==> src/rtl/fp_alu_seq.sv <==
// Sequential valid/ready front end for a combinational single-precision FP ALU.
// Operands are registered and held for SETTLE_CYCLES edges before capture.
module fp_alu_seq #(
    parameter int SETTLE_CYCLES = 4
) (
    input  logic        clk,
    input  logic        rst_n,
    input  logic        in_valid,
    output logic        in_ready,
    input  logic [31:0] in_a,
    input  logic [31:0] in_b,
    input  logic [2:0]  in_op,
    output logic [31:0] alu_a,
    output logic [31:0] alu_b,
    output logic [2:0]  alu_op,
    input  logic [31:0] alu_result,
    input  logic        alu_exception,
    input  logic        alu_overflow,
    input  logic        alu_underflow,
    output logic        out_valid,
    input  logic        out_ready,
    output logic [31:0] out_result,
    output logic        out_exception,
    output logic        out_overflow,
    output logic        out_underflow,
    output logic        out_illegal,
    output logic        sticky_exception,
    output logic        sticky_overflow,
    output logic        sticky_underflow,
    input  logic        clr_sticky
);

    typedef enum logic [1:0] {IDLE, SETTLE, DONE} state_t;

    localparam logic [3:0] CNT_LOAD = 4'(SETTLE_CYCLES - 1);

    state_t     state;
    logic [3:0] cnt;
    logic       capture;

    assign in_ready = (state == IDLE) && rst_n;
    assign capture  = (state == SETTLE) && (cnt == 4'd0);

    // NOTE: every register, including the datapath ones, is cleared by the
    // synchronous reset so a reset mid-operation leaves nothing half-captured.
    always_ff @(posedge clk) begin
        if (!rst_n) begin
            state            <= IDLE;
            cnt              <= 4'd0;
            alu_a            <= 32'd0;
            alu_b            <= 32'd0;
            alu_op           <= 3'd0;
            out_valid        <= 1'b0;
            out_result       <= 32'd0;
            out_exception    <= 1'b0;
            out_overflow     <= 1'b0;
            out_underflow    <= 1'b0;
            out_illegal      <= 1'b0;
            sticky_exception <= 1'b0;
            sticky_overflow  <= 1'b0;
            sticky_underflow <= 1'b0;
        end else begin
            case (state)
                IDLE: begin
                    if (in_valid) begin
                        if (!in_op[2]) begin
                            alu_a  <= in_a;
                            alu_b  <= in_b;
                            alu_op <= in_op;
                            cnt    <= CNT_LOAD;
                            state  <= SETTLE;
                        end else begin
                            // Illegal opcodes never reach the ALU; answer at once.
                            out_result    <= 32'd0;
                            out_exception <= 1'b0;
                            out_overflow  <= 1'b0;
                            out_underflow <= 1'b0;
                            out_illegal   <= 1'b1;
                            out_valid     <= 1'b1;
                            state         <= DONE;
                        end
                    end
                end
                SETTLE: begin
                    if (cnt != 4'd0) begin
                        cnt <= cnt - 4'd1;
                    end else begin
                        out_result    <= alu_result;
                        out_exception <= alu_exception;
                        out_overflow  <= alu_overflow;
                        out_underflow <= alu_underflow;
                        out_illegal   <= 1'b0;
                        out_valid     <= 1'b1;
                        state         <= DONE;
                    end
                end
                DONE: begin
                    if (out_ready) begin
                        out_valid <= 1'b0;
                        state     <= IDLE;
                    end
                end
                default: state <= IDLE;
            endcase

            // A clear coinciding with a capture still keeps the new event.
            if (capture) begin
                sticky_exception <= (sticky_exception && !clr_sticky) || alu_exception;
                sticky_overflow  <= (sticky_overflow  && !clr_sticky) || alu_overflow;
                sticky_underflow <= (sticky_underflow && !clr_sticky) || alu_underflow;
            end else if (clr_sticky) begin
                sticky_exception <= 1'b0;
                sticky_overflow  <= 1'b0;
                sticky_underflow <= 1'b0;
            end
        end
    end

endmodule
==> config.mk <==
export PLATFORM = sky130hd
export DESIGN_NAME = fp_alu_seq
export DESIGN_NICKNAME = d
export VERILOG_FILES = /design/src/rtl/fp_alu_seq.sv
export SDC_FILE = /design/constraint.sdc
export NUM_CORES = 1
export LEC_CHECK = 0
export CELL_PAD_IN_SITES_DETAIL_PLACEMENT = 1
export CELL_PAD_IN_SITES_GLOBAL_PLACEMENT = 2
export CORE_ASPECT_RATIO = 0.9
export CORE_UTILIZATION = 23
export DETAILED_ROUTE_END_ITERATION = 10
export HOLD_SLACK_MARGIN = 0.15
export PLACE_DENSITY_LB_ADDON = 0.1
export SLEW_MARGIN = 20
export SYNTH_ARGS = -nofsm -noshare
export SYNTH_HDL_FRONTEND = slang
export SYNTH_SLANG_ARGS = --single-unit
==> constraint.sdc <==
create_clock -name clk -period 3.55 [get_ports clk]
set_clock_uncertainty 0.05 [all_clocks]
set_input_delay 0.355 -clock clk [delete_from_list [all_inputs] [get_ports clk]]
set_output_delay 0.355 -clock clk [all_outputs]
set_load 0.1 [all_outputs]
==> results.md, run 1 <==
Status:
- The run finished with clean final reports.

Place:
- Prior to clock tree synthesis, the placed netlist has a worst setup slack of 1.035 ns.
- After detailed placement, the total cell area comes to 6265 um^2.
- Input and output buffers added on the ports amount to 213.
- The wire-length estimate of the detail-placed layout is 9560 um.
- Routability-driven placement finished with a final weighted congestion of 0.7077.
- Counting tap cells, the placed design contains a total of 830 instances.

Hold path:
- In this run the worst hold path is classified as reg2reg.

Detailed routing:
- The via density per instance is 4.513.
- In this run, the number of DRC markers left after iteration 0 of detailed routing was 117.
- In this run the remaining antenna-violating nets after routing total 0.
- In the final routed layout, each cell accounts on average for 16.09 um.
- Summed over all layers, the routed wires come to 13610 um.
- The number of search-and-repair iterations in the first detailed-routing pass is 4.
- Summing over every cut layer, the via total after detailed routing is 3818.
- For this run, design rule violations remaining after detail routing come to 0.

Global routing:
- The via count of the first global-routing pass is 4049.
- The final global-route overflow total is 0.
- Entering global routing, the biggest net connects 67 pins.
- The initial antenna violation count is 0.
- The wire length of the first global-routing pass is 21650 um.
- For this run, the total global-route usage over all layers was measured as 0.1553.

Synth:
- In the post-synthesis netlist, the biggest area contributors are dfxtp_1 (56%), nand2_1 (13%), a21oi_1 (8.9%).
- Ranked by instance count, the synthesized netlist is headed by nand2_1 (134), dfxtp_1 (112), a21oi_1 (71).
- For this run, the number of Yosys warnings is 0.
- The count of cell types in the netlist is 33.
- The cell area that synthesis handed to floorplanning was 3990 um^2.
- Of the post-synthesis cell area, the dominant cell type holds 0.5619.
- The count of flip-flops with a built-in enable after synthesis is 0.
- The count of mapped cells out of synthesis is 439.
- The total of flip-flops plus latches after synthesis is 112.
- Synthesis produced a netlist with a net count of 548.
- Of all cell types, the one taking the most synthesized area is dfxtp_1.
- The most repeated cell in the gate-level netlist after synthesis is nand2_1.
- The proportion of synthesized flip-flops having asynchronous set or reset is 0.
- Of the synthesized area, sequential elements account for 0.5619.
- For this run, the leading register cell type out of synthesis is dfxtp_1.
- The average cell area after synthesis is 9.089 um^2.

Timing:
- In the final timing run, aggregate negative setup slack is 0 ns.
- Of the available clock period, the critical path in the final layout requires 0.6472.
- The timing-limited maximum frequency is 435.3 MHz.
- The final critical-path required period is 2.297 ns.
- Measured against its own limit, the worst slew margin works out to 0.3062.
- The hold violation total from the final report was 0.
- Setup repair after global routing left no endpoint under its margin.
- The count of pins over their slew limit came to 0.
- The final worst-path setup slack is 1.253 ns.
- Setup violations remaining at the end of the flow were counted as 0.
- The actual slew at the worst max-slew pin is 1.037 ns.

Setup path:
- Walking the worst path, the cells encountered are clkdlybuf4s50_1.
- The worst setup path is launched from a flop.
- The number of buffers and inverters on the critical path is 1.
- The data required time at the worst endpoint is 3.14 ns.
- Grouping stages by cell kind, the critical path spends the most delay in buffers and inverters.
- On the worst path, the slowest cell contributes a delay of 1.19 ns.
- The worst setup path is captured at a primary output.
- The type of the worst setup path is reg2out.
- Of all nets on the critical path, the largest fanout is 3.
- The data arrival time at the worst-slack endpoint is 1.89 ns.
- The cell with the biggest individual delay on the critical path is clkdlybuf4s50_1.

Final layout:
- The post-synthesis to final-layout area growth is 64.57%.
- In the final layout, the multi-input gates occupy 1544 um^2.
- The fraction of final layout cells with drive strength greater than 1 is 0.04094.
- The number of fill cells in the layout is 1939.
- At the end of the flow, the number of nets in the layout was 739.
- The number of antenna diodes in the final layout is 0.
- The cell area after layout is 6566 um^2.
- The count of non-filler cells in the finished layout is 846.
- Summing all flip-flop and latch instances after layout gives 2242 um^2.

Pwr:
- The maximum resistive drop on vdd is 250.4 uV.
- The analysis attributes to cell leakage a power of 0.002268 uW.
- For this design the ratio of total power to cell area is 499.3 nW/um^2.

Floorplan:
- The number of top-level design ports is 215.
- The initial standard-cell utilization of the core is 0.2362.
- The overall die area is 17880 um^2.
- The floorplan core area is 16890 um^2.
- The floorplan has 45 rows.
- The die extent in x is 140.8 um.
- The die outline height is 127.0 um.

CTS:
- The number of sinks on the clock net is 112.
- The clock passes through at most 2 buffers.
- The H-tree depth is 3.
- The insertion delay to the later sink of the worst-skew pair is 0.35 ns.
- The tree is rooted in a clkbuf_16.
- Hold repair after CTS inserted 0 buffers.
- The clock edge transition at the registers on the reported setup and hold paths is 0.07 ns.
- TritonCTS built the clock tree.
- The total clock buffers created by CTS is 9.
- After clock tree synthesis, the repair step resized 0 gates.
- In this run the post-CTS setup repair buffer count came out at 0.

Flow run:
- The number of maximum-capacitance constraint violations is 0.
[metrics by stage]
stage | hold WS [ns] | util | power, uW
global placement | 0.3904 | 0.3709 | 2267
floorplan | 0.4198 | - | 1985
CTS | 0.4063 | 0.3887 | 3343
global route | 0.4325 | 0.3887 | 3422
detailed placement | 0.3961 | 0.3709 | 2279
finish | 0.4041 | 0.3887 | 3279
[layer usage]
layer | track usage | wire, um | vias up
li1 | - | - | 1891
met1 | 0.1707 | 5515 | 1810
met2 | 0.2713 | 6822 | 104
met3 | 0.06229 | 1059 | 13
met4 | 0.05307 | 215 | 0
met5 | 0 | 0 | -
[placed cells by master, fill, tap and decap left out, types with 2 or more instances in the layout]
master,instances
a21oi_1,71
a32o_1,32
buf_12,2
buf_4,5
clkbuf_1,3
clkbuf_16,9
clkbuf_8,2
clkdlybuf4s50_1,212
dfxtp_1,112
ha_1,2
inv_1,3
nand2_1,134
nand2b_1,6
nand3_1,6
nand3b_1,3
nand4_1,5
nand4b_1,2
nor3_1,3
o211ai_1,6
[path summary, 6_finish.rpt]
kind | start | end | slack (ns) | depth (start not counted)
max | out_underflow | out_underflow | 1.25 | 1
min | alu_a[15] | alu_a[15] | 0.40 | 2
max reg2reg | state[1] | alu_b[9] | 1.42 | 4
min reg2reg | alu_a[15] | alu_a[15] | 0.40 | 2
[where the power goes]
| part | total [uW] | leakage (uW) | switching [uW] | internal (uW) |
|---|---|---|---|---|
| logic | 881 | 0.00121 | 616 | 264 |
| registers | 1360 | 0.000911 | 40.8 | 1320 |
| clock network | 1040 | 0.000143 | 449 | 588 |
[registers in the layout, indices dropped and copies added, names as in the netlist, 2 cells and up]
| register | flops |
|---|---|
| alu_a | 32 |
| alu_b | 32 |
| out_result | 32 |
| cnt | 4 |
| alu_op | 2 |
| state | 2 |
[layout make-up]
cell class,instances,share of cell area
clock buffers,14,0.04021
clock inverters,2,0.005716
inverters,4,0.002287
multi-input cells,284,0.2351
flip-flops and latches,112,0.3415
well taps,211,0.04021
repair buffers,219,0.3350
[logic make-up (layout without fill, tap and decap cells)]
logic type                 count (synthesis)  after routing  synth area share
AOI/OAI and AO/OA                        114            114            0.1925
adders and majority gates                  2              2          0.006271
buffers and inverters                     43            239           0.05331
DFF                                      112            112            0.5619
other                                      1              1         0.0009398
and+or+nand+nor                          167            167            0.1850
No activity file was read; power rests on OpenSTA's default activity.
==> run 2: changes to the inputs <==
CORE_UTILIZATION = 21   (was 23)
clock period = 2.19 ns   (was 3.55 ns; I/O delays follow)
==> run 2 against run 1 <==
Register-to-register slack got worse by 0.94 ns. Global-route usage down 1.7 points. Critical path depth increased by 3. Wire length increased by 0.65%. Combinational power is 63% higher. Core utilization is 3.8 points lower. Final area down 1.1%. First-iteration DRC count is 39% higher. Non-clock buffer count grew 10. Via count grew 2.3%. Highest routed layer unchanged.
==> results.md, run 2 (same netlist as run 1, synthesis figures left out) <==
Global routing:
- The global-route total usage across every layer is 0.1379 (was 0.1553).
- The pin count of the biggest net entering global routing is 47 (was 67).
- The final global-route overflow total was 0 (unchanged).
- The wire length of the first global-routing pass is 21080 um (was 21650 um).
- The initial antenna violation count is 0 (unchanged).
- The via count of the first global-routing pass is 3976 (was 4049).

Setup path:
- The type of the worst setup path was reg2reg (was reg2out).
- The element type at the critical path start is a flop (unchanged).
- The data arrival time at the worst-slack endpoint is 1.89 ns (about the same).
- The highest fanout seen on the critical path is 38 (was 3).
- The data required time at the worst endpoint is 2.37 ns (was 3.14 ns).
- The element type at the critical path end is a flop (was primary output).

Timing:
- Unrepaired setup endpoints after global routing: false (unchanged).
- The final worst-path cycle share is 0.7813.
- Counting I/O delays and the setup requirement, the final critical path takes 1.711 ns.
- The final setup TNS is 0 ns (unchanged).
- The final worst-path setup slack is 0.4790 ns (was 1.253 ns).
- The count of pins over their slew limit came to 0 (unchanged).
- The hold violation total from the final report is 0 (unchanged).
- The timing-limited maximum frequency is 584.5 MHz.
- The final setup violation count was 0 (unchanged).

CTS:
- The insertion delay to the later sink of the worst-skew pair was 0.34 ns (was 0.35 ns).
- The maximum root-to-sink buffer count is 2 (unchanged).
- The number of hold-repair buffers added at the cts stage is 0 (unchanged).
- The quantity of gates resized following cts is 0 (unchanged).
- The number of sinks on the clock net is 112 (unchanged).
- The post-CTS setup repair buffer count is 0 (unchanged).
- The H-tree depth is 3 (unchanged).
- The cell chosen for the clock root was clkbuf_16 (unchanged).
- The total clock buffers created by CTS came to 9 (unchanged).
- The CTS tree is yes (unchanged).
- The clock edge transition at the registers on the reported setup and hold paths was 0.08 ns (was 0.07 ns).

Final layout:
- The antenna diode instance count is 0 (unchanged).
- The footprint of the multi-input gates came to 1555 um^2 (was 1544 um^2).
- The fraction of final layout cells with drive strength greater than 1 is 0.2264 (was 0.04094).
- The net total in the final layout is 749 (was 739).
- Commonest non-fill, non-tap cells in the layout: nand2_1 (134), buf_4 (117), dfxtp_1 (112), clkdlybuf4s50_1 (106), a21oi_1 (71) (was clkdlybuf4s50_1 (212), nand2_1 (134), dfxtp_1 (112), a21oi_1 (71), a32o_1 (32)).
- The post-synthesis to final-layout area growth came to 62.81% (was 64.57%).
- The number of fill cells in the layout was 2136 (was 1939).
- The leading cell type in the layout, fill and taps excluded is nand2_1 (was clkdlybuf4s50_1).
- Largest registers: alu_a x32, alu_b x32, out_result x32 (unchanged).
- The sequential cell area is 2242 um^2 (unchanged).

Pwr:
- The power per unit of standard cell area is 830.7 nW/um^2 (was 499.3 nW/um^2).
- The total leakage power is 0.002553 uW (was 0.002268 uW).
- The maximum resistive drop on vdd came to 396.4 uV (was 250.4 uV).

Floorplan:
- The die extent in x was 147.3 um (was 140.8 um).
- The number of top-level design ports came to 215 (unchanged).
- The initial standard-cell utilization of the core is 0.2154 (was 0.2362).
- The row count was 47 (was 45).
- The overall die area is 19560 um^2 (was 17880 um^2).
- The die outline height is 132.8 um (was 127.0 um).
- The floorplan core area is 18520 um^2 (was 16890 um^2).

Detailed routing:
- The number of search-and-repair iterations in the first detailed-routing pass is 4 (unchanged).
- The routed length per placed instance is 15.39 um (was 16.09 um).
- The met1 wire length is 5505 um (was 5515 um).
- The total DRC errors in the routed layout was 0 (unchanged).
- The detailed-routed wire length on met2 is 7055 um (was 6822 um).
- The top layer reached by signal wires is met4 (unchanged).
- The total number of vias is 3906 (was 3818).
- The number of nets with antenna violations after routing is 0 (unchanged).
- The via density per instance is 4.389 (was 4.513).
- The routed length on met3 is 1007 um (was 1059 um).
- The violation count after the first detailed-route iteration is 163 (was 117).
- The total detailed-routing wirelength came to 13700 um (was 13610 um).

Place:
- The number of buffer cells added on primary ports is 213 (unchanged).
- The routability congestion estimate from global placement is 0.7005 (was 0.7077).
- The placed wire-length estimate after detailed placement is 9741 um (was 9560 um).
- The placement-stage worst setup slack is 0.1560 ns (was 1.035 ns).

Flow run:
- The number of maximum-capacitance constraint violations is 0 (unchanged).

Hold path:
- The path class of the lowest-slack min-delay path is in2reg (was reg2reg).

Status:
- Status: complete, no violations (unchanged).
-- run 2: changes by cell type in the layout (fill, tap and decap cells not counted), sizes merged --
cell           delta
clkdlybuf4s50   -106
clkinv            +2
buf             +116
clkbuf            -2
-- run 2: stage by stage --
stage | hold slack [ns] | utilization | instances | total power [uW] | instance area (um^2)
floorplan | 0.2948 | - | 439 | 3222 | 4001
global placement | 0.3932 | 0.3335 | 874 | 3687 | 6178
detailed placement | 0.3972 | 0.3335 | 874 | 3706 | 6178
CTS | 0.3394 | 0.3507 | 890 | 5511 | 6496
global route | 0.3425 | 0.3507 | 890 | 5657 | 6496
finish | 0.3566 | 0.3507 | 890 | 5397 | 6496
-- run 2: worst paths after layout --
check / to / from / slack, ns / cells past startpoint
min reg2reg: alu_a[19] / alu_a[19] / 0.40 / 2
max reg2reg: cnt[2] / state[0] / 0.48 / 4
min: alu_a[7] / in_a[7] / 0.36 / 3
max: cnt[2] / state[0] / 0.48 / 4
-- run 2: worst max-delay path, cell delays in order, from the launching register on --
cell	delay [ns]
dfxtp_1	0.36
or4b_2	0.74
buf_12	0.22
nand4_1	0.11
o211ai_1	0.10
-- run 2: per-layer routing --
metal  up-vias  track usage
li1       1907            -
met2       106       0.2503
met4         0      0.02921
met1      1885       0.1481
met3         8      0.05793
met5         -            0
-- run 2: layout make-up --
type                       count  area share
clock inverter                 4    0.007897
tap                          245     0.04719
timing repair buffer         229      0.3170
inverter                       4    0.002311
clock buffer                  12     0.04102
sequential                   112      0.3451
multi-input combinational    284      0.2394
-- run 2: report_power, final --
part / switching (uW) / internal, uW / total [uW]
Clock: 772 / 983 / 1750
Sequential: 58.6 / 2140 / 2200
Combinational: 1010 / 431 / 1440
Total: 1840 / 3550 / 5400
